==> src/rtl/muldiv_ctrl_if.sv <==
// Request, result and HI/LO bundle between main control, the mul/div units
// and muldiv_ctrl. Optional abort input present when MULDIV_ABORT_EN is set.
interface muldiv_ctrl_if;
  logic        op_start;
  logic        op_is_div;
  logic        div_en;
  logic        mult_en;
  logic [31:0] div_hi;
  logic [31:0] div_lo;
  logic        div_err;
  logic [31:0] mult_hi;
  logic [31:0] mult_lo;
  logic        hilo_wr;
  logic        hilo_sel;
  logic [31:0] hilo_wdata;
  logic [31:0] hi_out;
  logic [31:0] lo_out;
  logic        busy;
  logic        done;
  logic        div_zero;
`ifdef MULDIV_ABORT_EN
  logic        abort;

  modport master (
    output op_start, op_is_div,
    output div_hi, div_lo, div_err,
    output mult_hi, mult_lo,
    output hilo_wr, hilo_sel, hilo_wdata,
    output abort,
    input  div_en, mult_en,
    input  hi_out, lo_out,
    input  busy, done, div_zero
  );

  modport slave (
    input  op_start, op_is_div,
    input  div_hi, div_lo, div_err,
    input  mult_hi, mult_lo,
    input  hilo_wr, hilo_sel, hilo_wdata,
    input  abort,
    output div_en, mult_en,
    output hi_out, lo_out,
    output busy, done, div_zero
  );
`else
  modport master (
    output op_start, op_is_div,
    output div_hi, div_lo, div_err,
    output mult_hi, mult_lo,
    output hilo_wr, hilo_sel, hilo_wdata,
    input  div_en, mult_en,
    input  hi_out, lo_out,
    input  busy, done, div_zero
  );

  modport slave (
    input  op_start, op_is_div,
    input  div_hi, div_lo, div_err,
    input  mult_hi, mult_lo,
    input  hilo_wr, hilo_sel, hilo_wdata,
    output div_en, mult_en,
    output hi_out, lo_out,
    output busy, done, div_zero
  );
`endif
endinterface

==> src/rtl/muldiv_ctrl.sv <==
// Multi-cycle MULT/DIV sequencer owning the architectural HI/LO registers.
// Define MULDIV_ABORT_EN to add the abort input (RUN/CAPTURE -> IDLE).
module muldiv_ctrl #(
  parameter int DIV_CYCLES  = 33,
  parameter int MULT_CYCLES = 33,
  parameter int CNT_W       = 6
) (
  input  logic         clk,
  input  logic         reset,
  muldiv_ctrl_if.slave bus
);

  typedef enum logic [1:0] {
    IDLE,
    RUN,
    CAPTURE,
    DONE
  } state_t;

  localparam logic [CNT_W-1:0] DIV_LAST =
    CNT_W'(DIV_CYCLES - 1);
  localparam logic [CNT_W-1:0] MULT_LAST =
    CNT_W'(MULT_CYCLES - 1);

  state_t           state_q, state_d;
  logic [CNT_W-1:0] cnt_q, cnt_d;
  logic             op_q, op_d;
  logic             div_en_q, div_en_d;
  logic             mult_en_q, mult_en_d;
  logic             busy_q, busy_d;
  logic             done_q, done_d;
  logic             dz_q, dz_d;
  logic [31:0]      hi_q, hi_d;
  logic [31:0]      lo_q, lo_d;
  logic             abort;
  logic             last;

`ifdef MULDIV_ABORT_EN
  assign abort = bus.abort;
`else
  assign abort = 1'b0;
`endif

  // op_q selects which unit's cycle count ends RUN
  assign last = (cnt_q == (op_q ? DIV_LAST : MULT_LAST));

  always_comb begin
    state_d   = state_q;
    cnt_d     = cnt_q;
    op_d      = op_q;
    div_en_d  = div_en_q;
    mult_en_d = mult_en_q;
    busy_d    = busy_q;
    done_d    = 1'b0;
    dz_d      = dz_q;
    hi_d      = hi_q;
    lo_d      = lo_q;
    unique case (state_q)
      IDLE: begin
        if (bus.hilo_wr) begin
          if (bus.hilo_sel) hi_d = bus.hilo_wdata;
          else              lo_d = bus.hilo_wdata;
        end
        if (bus.op_start) begin
          state_d   = RUN;
          op_d      = bus.op_is_div;
          cnt_d     = '0;
          dz_d      = 1'b0;
          div_en_d  = bus.op_is_div;
          mult_en_d = ~bus.op_is_div;
          busy_d    = 1'b1;
        end
      end
      RUN: begin
        if (abort) begin
          state_d   = IDLE;
          div_en_d  = 1'b0;
          mult_en_d = 1'b0;
          busy_d    = 1'b0;
        end else if (op_q && bus.div_err) begin
          state_d  = DONE;
          div_en_d = 1'b0;
          dz_d     = 1'b1;
          done_d   = 1'b1;
        end else if (last) begin
          state_d   = CAPTURE;
          div_en_d  = 1'b0;
          mult_en_d = 1'b0;
        end else begin
          cnt_d = cnt_q + 1'b1;
        end
      end
      CAPTURE: begin
        if (abort) begin
          state_d = IDLE;
          busy_d  = 1'b0;
        end else begin
          state_d = DONE;
          done_d  = 1'b1;
          hi_d    = op_q ? bus.div_hi : bus.mult_hi;
          lo_d    = op_q ? bus.div_lo : bus.mult_lo;
        end
      end
      DONE: begin
        state_d = IDLE;
        busy_d  = 1'b0;
      end
      default: begin
        state_d   = IDLE;
        div_en_d  = 1'b0;
        mult_en_d = 1'b0;
        busy_d    = 1'b0;
      end
    endcase
  end

  always_ff @(posedge clk or posedge reset) begin
    if (reset) begin
      state_q   <= IDLE;
      cnt_q     <= '0;
      op_q      <= 1'b0;
      div_en_q  <= 1'b0;
      mult_en_q <= 1'b0;
      busy_q    <= 1'b0;
      done_q    <= 1'b0;
      dz_q      <= 1'b0;
      hi_q      <= '0;
      lo_q      <= '0;
    end else begin
      state_q   <= state_d;
      cnt_q     <= cnt_d;
      op_q      <= op_d;
      div_en_q  <= div_en_d;
      mult_en_q <= mult_en_d;
      busy_q    <= busy_d;
      done_q    <= done_d;
      dz_q      <= dz_d;
      hi_q      <= hi_d;
      lo_q      <= lo_d;
    end
  end

  assign bus.div_en   = div_en_q;
  assign bus.mult_en  = mult_en_q;
  assign bus.busy     = busy_q;
  assign bus.done     = done_q;
  assign bus.div_zero = dz_q;
  assign bus.hi_out   = hi_q;
  assign bus.lo_out   = lo_q;

endmodule

==> src/flat_wrapper.sv <==
// flat-port wrapper written by rule: the top's interface ports become plain ports
module muldiv_ctrl_flat 
#(
  parameter int DIV_CYCLES  = 33,
  parameter int MULT_CYCLES = 33,
  parameter int CNT_W       = 6
)
  (clk, reset, bus_op_start, bus_op_is_div, bus_div_hi, bus_div_lo, bus_div_err, bus_mult_hi, bus_mult_lo, bus_hilo_wr, bus_hilo_sel, bus_hilo_wdata, bus_div_en, bus_mult_en, bus_hi_out, bus_lo_out, bus_busy, bus_done, bus_div_zero);
  muldiv_ctrl_if bus_i ();
  input  logic clk;
  input  logic reset;
  input wire logic [$bits(bus_i.op_start)-1:0] bus_op_start;
  input wire logic [$bits(bus_i.op_is_div)-1:0] bus_op_is_div;
  input wire logic [$bits(bus_i.div_hi)-1:0] bus_div_hi;
  input wire logic [$bits(bus_i.div_lo)-1:0] bus_div_lo;
  input wire logic [$bits(bus_i.div_err)-1:0] bus_div_err;
  input wire logic [$bits(bus_i.mult_hi)-1:0] bus_mult_hi;
  input wire logic [$bits(bus_i.mult_lo)-1:0] bus_mult_lo;
  input wire logic [$bits(bus_i.hilo_wr)-1:0] bus_hilo_wr;
  input wire logic [$bits(bus_i.hilo_sel)-1:0] bus_hilo_sel;
  input wire logic [$bits(bus_i.hilo_wdata)-1:0] bus_hilo_wdata;
  output wire logic [$bits(bus_i.div_en)-1:0] bus_div_en;
  output wire logic [$bits(bus_i.mult_en)-1:0] bus_mult_en;
  output wire logic [$bits(bus_i.hi_out)-1:0] bus_hi_out;
  output wire logic [$bits(bus_i.lo_out)-1:0] bus_lo_out;
  output wire logic [$bits(bus_i.busy)-1:0] bus_busy;
  output wire logic [$bits(bus_i.done)-1:0] bus_done;
  output wire logic [$bits(bus_i.div_zero)-1:0] bus_div_zero;
  assign bus_i.op_start = bus_op_start;
  assign bus_i.op_is_div = bus_op_is_div;
  assign bus_i.div_hi = bus_div_hi;
  assign bus_i.div_lo = bus_div_lo;
  assign bus_i.div_err = bus_div_err;
  assign bus_i.mult_hi = bus_mult_hi;
  assign bus_i.mult_lo = bus_mult_lo;
  assign bus_i.hilo_wr = bus_hilo_wr;
  assign bus_i.hilo_sel = bus_hilo_sel;
  assign bus_i.hilo_wdata = bus_hilo_wdata;
  assign bus_div_en = bus_i.div_en;
  assign bus_mult_en = bus_i.mult_en;
  assign bus_hi_out = bus_i.hi_out;
  assign bus_lo_out = bus_i.lo_out;
  assign bus_busy = bus_i.busy;
  assign bus_done = bus_i.done;
  assign bus_div_zero = bus_i.div_zero;
  muldiv_ctrl #(.DIV_CYCLES(DIV_CYCLES), .MULT_CYCLES(MULT_CYCLES), .CNT_W(CNT_W)) u_core (.clk(clk), .reset(reset), .bus(bus_i));
endmodule
==> config.mk <==
export PLATFORM = sky130hd
export DESIGN_NAME = muldiv_ctrl_flat
export DESIGN_NICKNAME = d
export VERILOG_FILES = /design/src/rtl/muldiv_ctrl_if.sv /design/src/rtl/muldiv_ctrl.sv /design/src/flat_wrapper.sv
export SDC_FILE = /design/constraint.sdc
export NUM_CORES = 1
export LEC_CHECK = 0
export ABC_AREA = 1
export CAP_MARGIN = 20
export CELL_PAD_IN_SITES_DETAIL_PLACEMENT = 1
export CELL_PAD_IN_SITES_GLOBAL_PLACEMENT = 1
export CORE_MARGIN = 3
export CORE_UTILIZATION = 24
export DETAILED_ROUTE_END_ITERATION = 12
export GPL_TIMING_DRIVEN = 0
export HOLD_SLACK_MARGIN = 0.02
export PLACE_DENSITY = 0.8
export SYNTH_ARGS = -nofsm -noshare
export SYNTH_HDL_FRONTEND = slang
export SYNTH_SLANG_ARGS = --single-unit
==> constraint.sdc <==
create_clock -name clk -period 2.38 [get_ports clk]
set_clock_uncertainty 0.2 [all_clocks]
set_input_delay 0.357 -clock clk [delete_from_list [all_inputs] [get_ports clk]]
set_output_delay 0.357 -clock clk [all_outputs]
set_load 0.05 [all_outputs]
# After elaboration in Yosys (flattened, before gate mapping)
# Index checks and enable logic that the tools add are counted.
dict set report word_totals {
  register_bits 78
  in_bits 167
  output_inout_bits 69
  wordCells 70
}
dict set report op_classes {
  n_addsub 1
  n_eq_ne 13
  n_mux 30
  n_bitwise 2
  reduce_logical 14
}
# op count
set ops {}
lappend ops {{32-bit 2-to-1 mux} 6}
lappend ops {{32-bit one-hot mux with 2 select lines} 2}
lappend ops {{6-bit 2-to-1 mux} 3}
lappend ops {{2-bit != test (second input constant)} 6}
lappend ops {{6-bit one-hot mux with 2 select lines} 1}
lappend ops {{3-bit AND reduction} 4}
lappend ops {{1-bit one-hot mux with 2 select lines} 5}
lappend ops {{1-bit 2-to-1 mux} 9}
lappend ops {{2-bit one-hot mux with 4 select lines} 1}
lappend ops {{4-bit AND reduction} 2}
lappend ops {{6-bit by 1-bit adder with 6-bit output (second input constant)} 1}
lappend ops {{6-bit equality test (second input constant)} 1}
lappend ops {{2-bit 2-to-1 mux} 3}
lappend ops {{2-bit AND reduction} 3}
lappend ops {{2-bit equality test (second input constant)} 2}
lappend ops {{2-bit by 1-bit != test with 1-bit output (second input constant)} 2}
lappend ops {{2-bit nonzero test} 2}
lappend ops {{3-bit by 1-bit != test with 1-bit output (second input constant)} 1}
lappend ops {{2-bit by 1-bit equality test with 1-bit output (second input constant)} 1}
lappend ops {{2-bit logical NOT} 1}
lappend ops {{1-bit inverter} 2}
lappend ops {{2-bit OR reduction} 1}
lappend ops {{1-bit logical AND} 1}

# Depth between registers and ports, before layout
dict set report logic_depth {
  depth_word 4
  depth_mapped 10
  ltp_nobuf 9
}

# Worst setup path before layout
# Ideal clock, no wire load.
dict set report synth_timing {
  path_type {reg2reg}
  startpoint {reg u_core.state_q[0]}
  endpoint {reg u_core.lo_q[0] (netlist: u_core.bus.lo_out[0])}
  setup_ns 0.124
  arrival_ns 1.418
  required_ns 2.056
  slack_ns 0.638
  stages_incl_launch_ff 8
  n_path_buf 1
  period_less_slack_ns 1.742
  cell_sequence {dfrtp_1 -> inv_1 -> ha_1 -> inv_2 -> or2_4 -> o21ai_4 -> buf_2 -> a21oi_1}
}
dict set report synth_via {
  elab_chain_cells 3
  elab_cells_between_ends 7
  cone_classes {eq/ne: 3; mux: 1; reduce/logical: 3}
}
# item line_no
set synth_lines {}
lappend synth_lines {{start: declaration} muldiv_ctrl.sv:25} ;# state_t state_q, state_d;
lappend synth_lines {{start signal: assignment} muldiv_ctrl.sv:130} ;# state_q <= state_d;
lappend synth_lines {{2-bit logical NOT or 2-bit equality test (tied branches)} muldiv_ctrl.sv:58} ;# unique case (state_q)
lappend synth_lines {{2-bit != test (no line) or 2-bit nonzero test (tied branches)} --}
lappend synth_lines {{3-bit AND reduction (no line)} --}
lappend synth_lines {{end signal: assignment} muldiv_ctrl.sv:139} ;# lo_q <= lo_d;
lappend synth_lines {{end: declaration} muldiv_ctrl.sv:34} ;# logic [31:0] lo_q, lo_d;
# Several ways; a longest one is shown, not always the timed one.
# A chain may end at the register's enable or synchronous reset.

# Final worst setup path
dict set report layout_timing {
  startpoint {reg u_core.state_q[0]}
  endpoint {reg u_core.lo_q[21] (netlist: u_core.bus.lo_out[21])}
}
# The elaborated chain is that of the path after synthesis.

==> metrics.md <==
| Metric | Value |
|---|---|
| Status | complete, no violations |
| Critical path fanouts, max | 10 |
| Syn Nets | 733 |
| Kind of cell adding the most delay to the critical path | buffers and inverters |
| Commonest cells after routing, fill and taps aside | clkdlybuf4s50_1 (235), nor2_1 (166), dfrtp_1 (78), o21ai_0 (76), nand2_1 (63) |
| Syn Std Cell Area | 4267 um^2 |
| Largest net degree at the start of global routing | 34 |
| Num CTS Buffers | 9 |
| Layout cell share with drive strength beyond 1 | 0.05904 |
| Avg Cell Area, Syn | 7.619 um^2 |
| Data required, critical path | 2450 ps |
| CP bufs+invs | 3 |
| Antenna Cells | 0 |
| Reg2reg end | u_core.bus.lo_out[21] |
| Finished Layout Cells | 1038 |
| Reg-to-reg slack, setup | around 150 ps |
| DP Cell Count | 1022 |
| Crit Path Class | flop to flop |
| Max-cap violation count | 0 |
| Post-detailed-route wirelength per cell | 18.34 um |
| Die width | 139.3 um |
| GRT Resource Usage Total | 0.1924 |
| Post-DP HPWL | 15.18 mm |
| Logic pwr share | 0.653 |
| Yosys cell types | 25 |
| Fin. max-slew vios | 0 |
| Complex-gate fraction of the synthesized area | 0.2416 |
| Final core occ | 0.4177 |
| Max Buffers Root-to-Sink | 2 |
| Sw Pwr | 0.005623 W |
| Leak | around 3 nW |
| Routability congestion estimate | 0.8249 |
| Final setup viols | 0 |
| Layout fillers | 2143 |
| Fin crit share | 0.9386 |
| # IOs | approximately 240 |
| Largest family of logic cells by synthesized area | compound AO/OA/AOI/OAI gates |
| Crit-path cells | inv_1 -> ha_1 -> inv_2 -> clkbuf_1 -> nand2_1 -> o21a_1 -> a21oi_1 |
| RSZ-0062 raised after global routing | false |
| Slowest-stage cell, CP | clkbuf_1 |
| Portion of netlist area occupied by mux cells | 0 |
| CORE AREA | about 17000 um^2 |
| Crit path DAT | approximately 2300 ps |
| Full die area | a little under 20000 um^2 |
| Hold Fails Final Rpt | 0 |
| CP peak stage delay | 470 ps |
| Clock slew at reported path FFs | 60 ps |
| Simple-gate share of the synthesized area | 0.2208 |
| TritonCTS Sinks | 78 |
| Pre-Repair DR Iteration Count | 4 |
| Depth of the most critical reg-to-reg path | 7 |
| Later-pin clock latency in the skew report | 340 ps |
| Synthesized netlist cell count | between 500 and 600 |
| Register area | 1952 um^2 |
| Switching share of power | 0.5207 |
| Port Buffers | roughly 240 |
| Hold_ws | 194.7 ps |
| Syn-to-layout area delta | 69.94% |
| Post-Synth XOR/XNOR Area | 0.002053 |
| Htree depth | 3 |
| Die H | 139.3 um |
| Number of global-route vias before repair | 5066 |
| PD cells | 1489 nW/um^2 |
| Share of power burned in the clock network | 0.132 |
| CTS Root Cell | clkbuf_16 |
| Crit. End Element | flop |
| Commonest non-fill, non-tap cell in the layout | clkdlybuf4s50_1 |
| Post-CTS setup buffer count | 0 |
| Gr ovfl total | 0 |
| Reg power frac | 0.215 |
| Initial antenna violation count | 0 |
| Vias per std cell | between 4 and 5 |
| Initial drt markers | ~160 |
| Nets | 981 |
| Post-synthesis register bit count | slightly below 80 |
| Area of the multi-input gates | approximately 2100 um^2 |
| Register area share after synthesis | 0.4575 |
| # DRC | 0 |
| Final ANT Viol Nets | 0 |
| Critical Path Source Type | flop |
| VDD IR max | 0.6741 mV |
| Slew margin rel. | 0.6018 |
| Starting density of the core | 0.2458 |
| Synth Area in Adders | 0.01760 |
| Total internal power | between 0.005 and 0.006 W |
| # rows | 48 |
| HP Class | input pin to asynchronous set/reset pin |
| First-pass GRT wire length | 29.24 mm |
| FMAX | approximately 450 MHz |
| Via count | 4835 |
| CTS tree | built |
| Yosys warning count | 0 |
| Tmin final | roughly 2200 ps |
| Drt total wl | 19.03 mm |
| Tightest Pin Transition | approximately 600 ps |
| Worst r2r src | u_core.state_q[0] |
## cells in the mapped netlist
cell / count / area [um^2]
a21oi_1: 35 / 175.2
clkbuf_1: 9 / 33.78
nand3_1: 9 / 45.04
o21ai_1: 1 / 5.000
o21ai_4: 1 / 16.27
buf_2: 17 / 85.08
buf_4: 4 / 30.03
or2_2: 1 / 6.260
nand2_1: 63 / 236.5
inv_1: 15 / 56.30
o21ai_0: 76 / 380.4
buf_6: 3 / 33.78
inv_2: 2 / 7.510
nor2_1: 166 / 623.1
o21a_1: 32 / 240.2
xor2_1: 1 / 8.760
a31oi_1: 33 / 206.5
nor3_1: 1 / 5.000
dfrtp_1: 78 / 1952
nand2_4: 1 / 11.26
or2_4: 1 / 8.760
nand4_1: 1 / 6.260
ha_1: 6 / 75.07
buf_1: 3 / 11.26
o21bai_1: 1 / 7.510
## metrics by stage
stage                     cell area [um^2]  total power [W]  setup TNS (ps)  setup WS, ps
after floorplan                       4270         0.006799               0         638.2
after global placement                6904         0.009325          -10920        -146.5
after detailed placement              6944         0.009477          -90.07        -42.93
after CTS                             7248          0.01094               0         40.55
after global routing                  7251          0.01154               0         23.73
final                                 7251          0.01080               0         146.2
## cell type report
cell class	instances	area share
Timing Repair Buffer	237	0.3299
Multi-Input combinational cell	429	0.2837
Sequential cell	78	0.2692
Tap cell	225	0.03883
Clock buffer	13	0.03589
Buffer	36	0.02726
Inverter	17	0.009318
Clock inverter	3	0.005867
## flip-flops by register name, summed over array words and instances (netlist names)
| register | count |
|---|---|
| u_core.bus.busy | 1 |
| u_core.bus.div_en | 1 |
| u_core.bus.div_zero | 1 |
| u_core.bus.done | 1 |
| u_core.bus.hi_out | 32 |
| u_core.bus.lo_out | 32 |
| u_core.bus.mult_en | 1 |
| u_core.cnt_q | 6 |
| u_core.op_q | 1 |
| u_core.state_q | 2 |
## how the worst max path moves through the flow
| stage | startpoint | end | slack (ps) | cells past startpoint |
|---|---|---|---|---|
| detailed placement | u_core.state_q[0] | u_core.bus.lo_out[8] | -40 | 6 |
| CTS | u_core.state_q[0] | u_core.bus.lo_out[29] | 40 | 8 |
| global route | u_core.state_q[0] | u_core.bus.hi_out[29] | 20 | 8 |
| finish | u_core.state_q[0] | u_core.bus.lo_out[21] | 150 | 7 |
| floorplan | u_core.state_q[0] | u_core.bus.lo_out[0] | 640 | 7 |
| global placement | reset | u_core.bus.hi_out[15] | -150 | 2 |
## cell families after synthesis
logic type               after synthesis
AO/OA/AOI/OAI                        179
flip-flops                            78
AND/OR/NAND/NOR                      243
XOR/XNOR                               1
buffers and inverters                 53
adder cells (fa/ha/maj)                6
## metal layers
metal,track usage,vias to the layer above,routed length (um)
li1,-,2365,-
met1,0.2473,2274,8382
met2,0.3221,170,8915
met3,0.03883,26,1253
met4,0.06797,0,482
met5,0,-,0
## power by group through the flow
stage	Combinational, W	Sequential (W)	Clock, W
after global placement	0.00700	0.00232	0
after detailed placement	0.00713	0.00235	0
after CTS	0.00714	0.00233	0.00147
after global routing	0.00761	0.00241	0.00152
final	0.00705	0.00232	0.00143
after floorplan	0.00251	0.00429	0
## timing repair
action / 4_1_cts / 5_1_grt
hold buffers: 0 / 0
resized for setup: 1 / 1
setup endpoints to repair: 5 / 2
## worst register-to-register path: cells and delay by family (launching register included)
family                   cells  cell delay, ps
AND/OR/NAND/NOR              1             240
AO/OA/AOI/OAI                2             290
flip-flops                   1             400
buffers and inverters        3             700
adder cells (fa/ha/maj)      1             340
(Power assumes the default switching activity.)
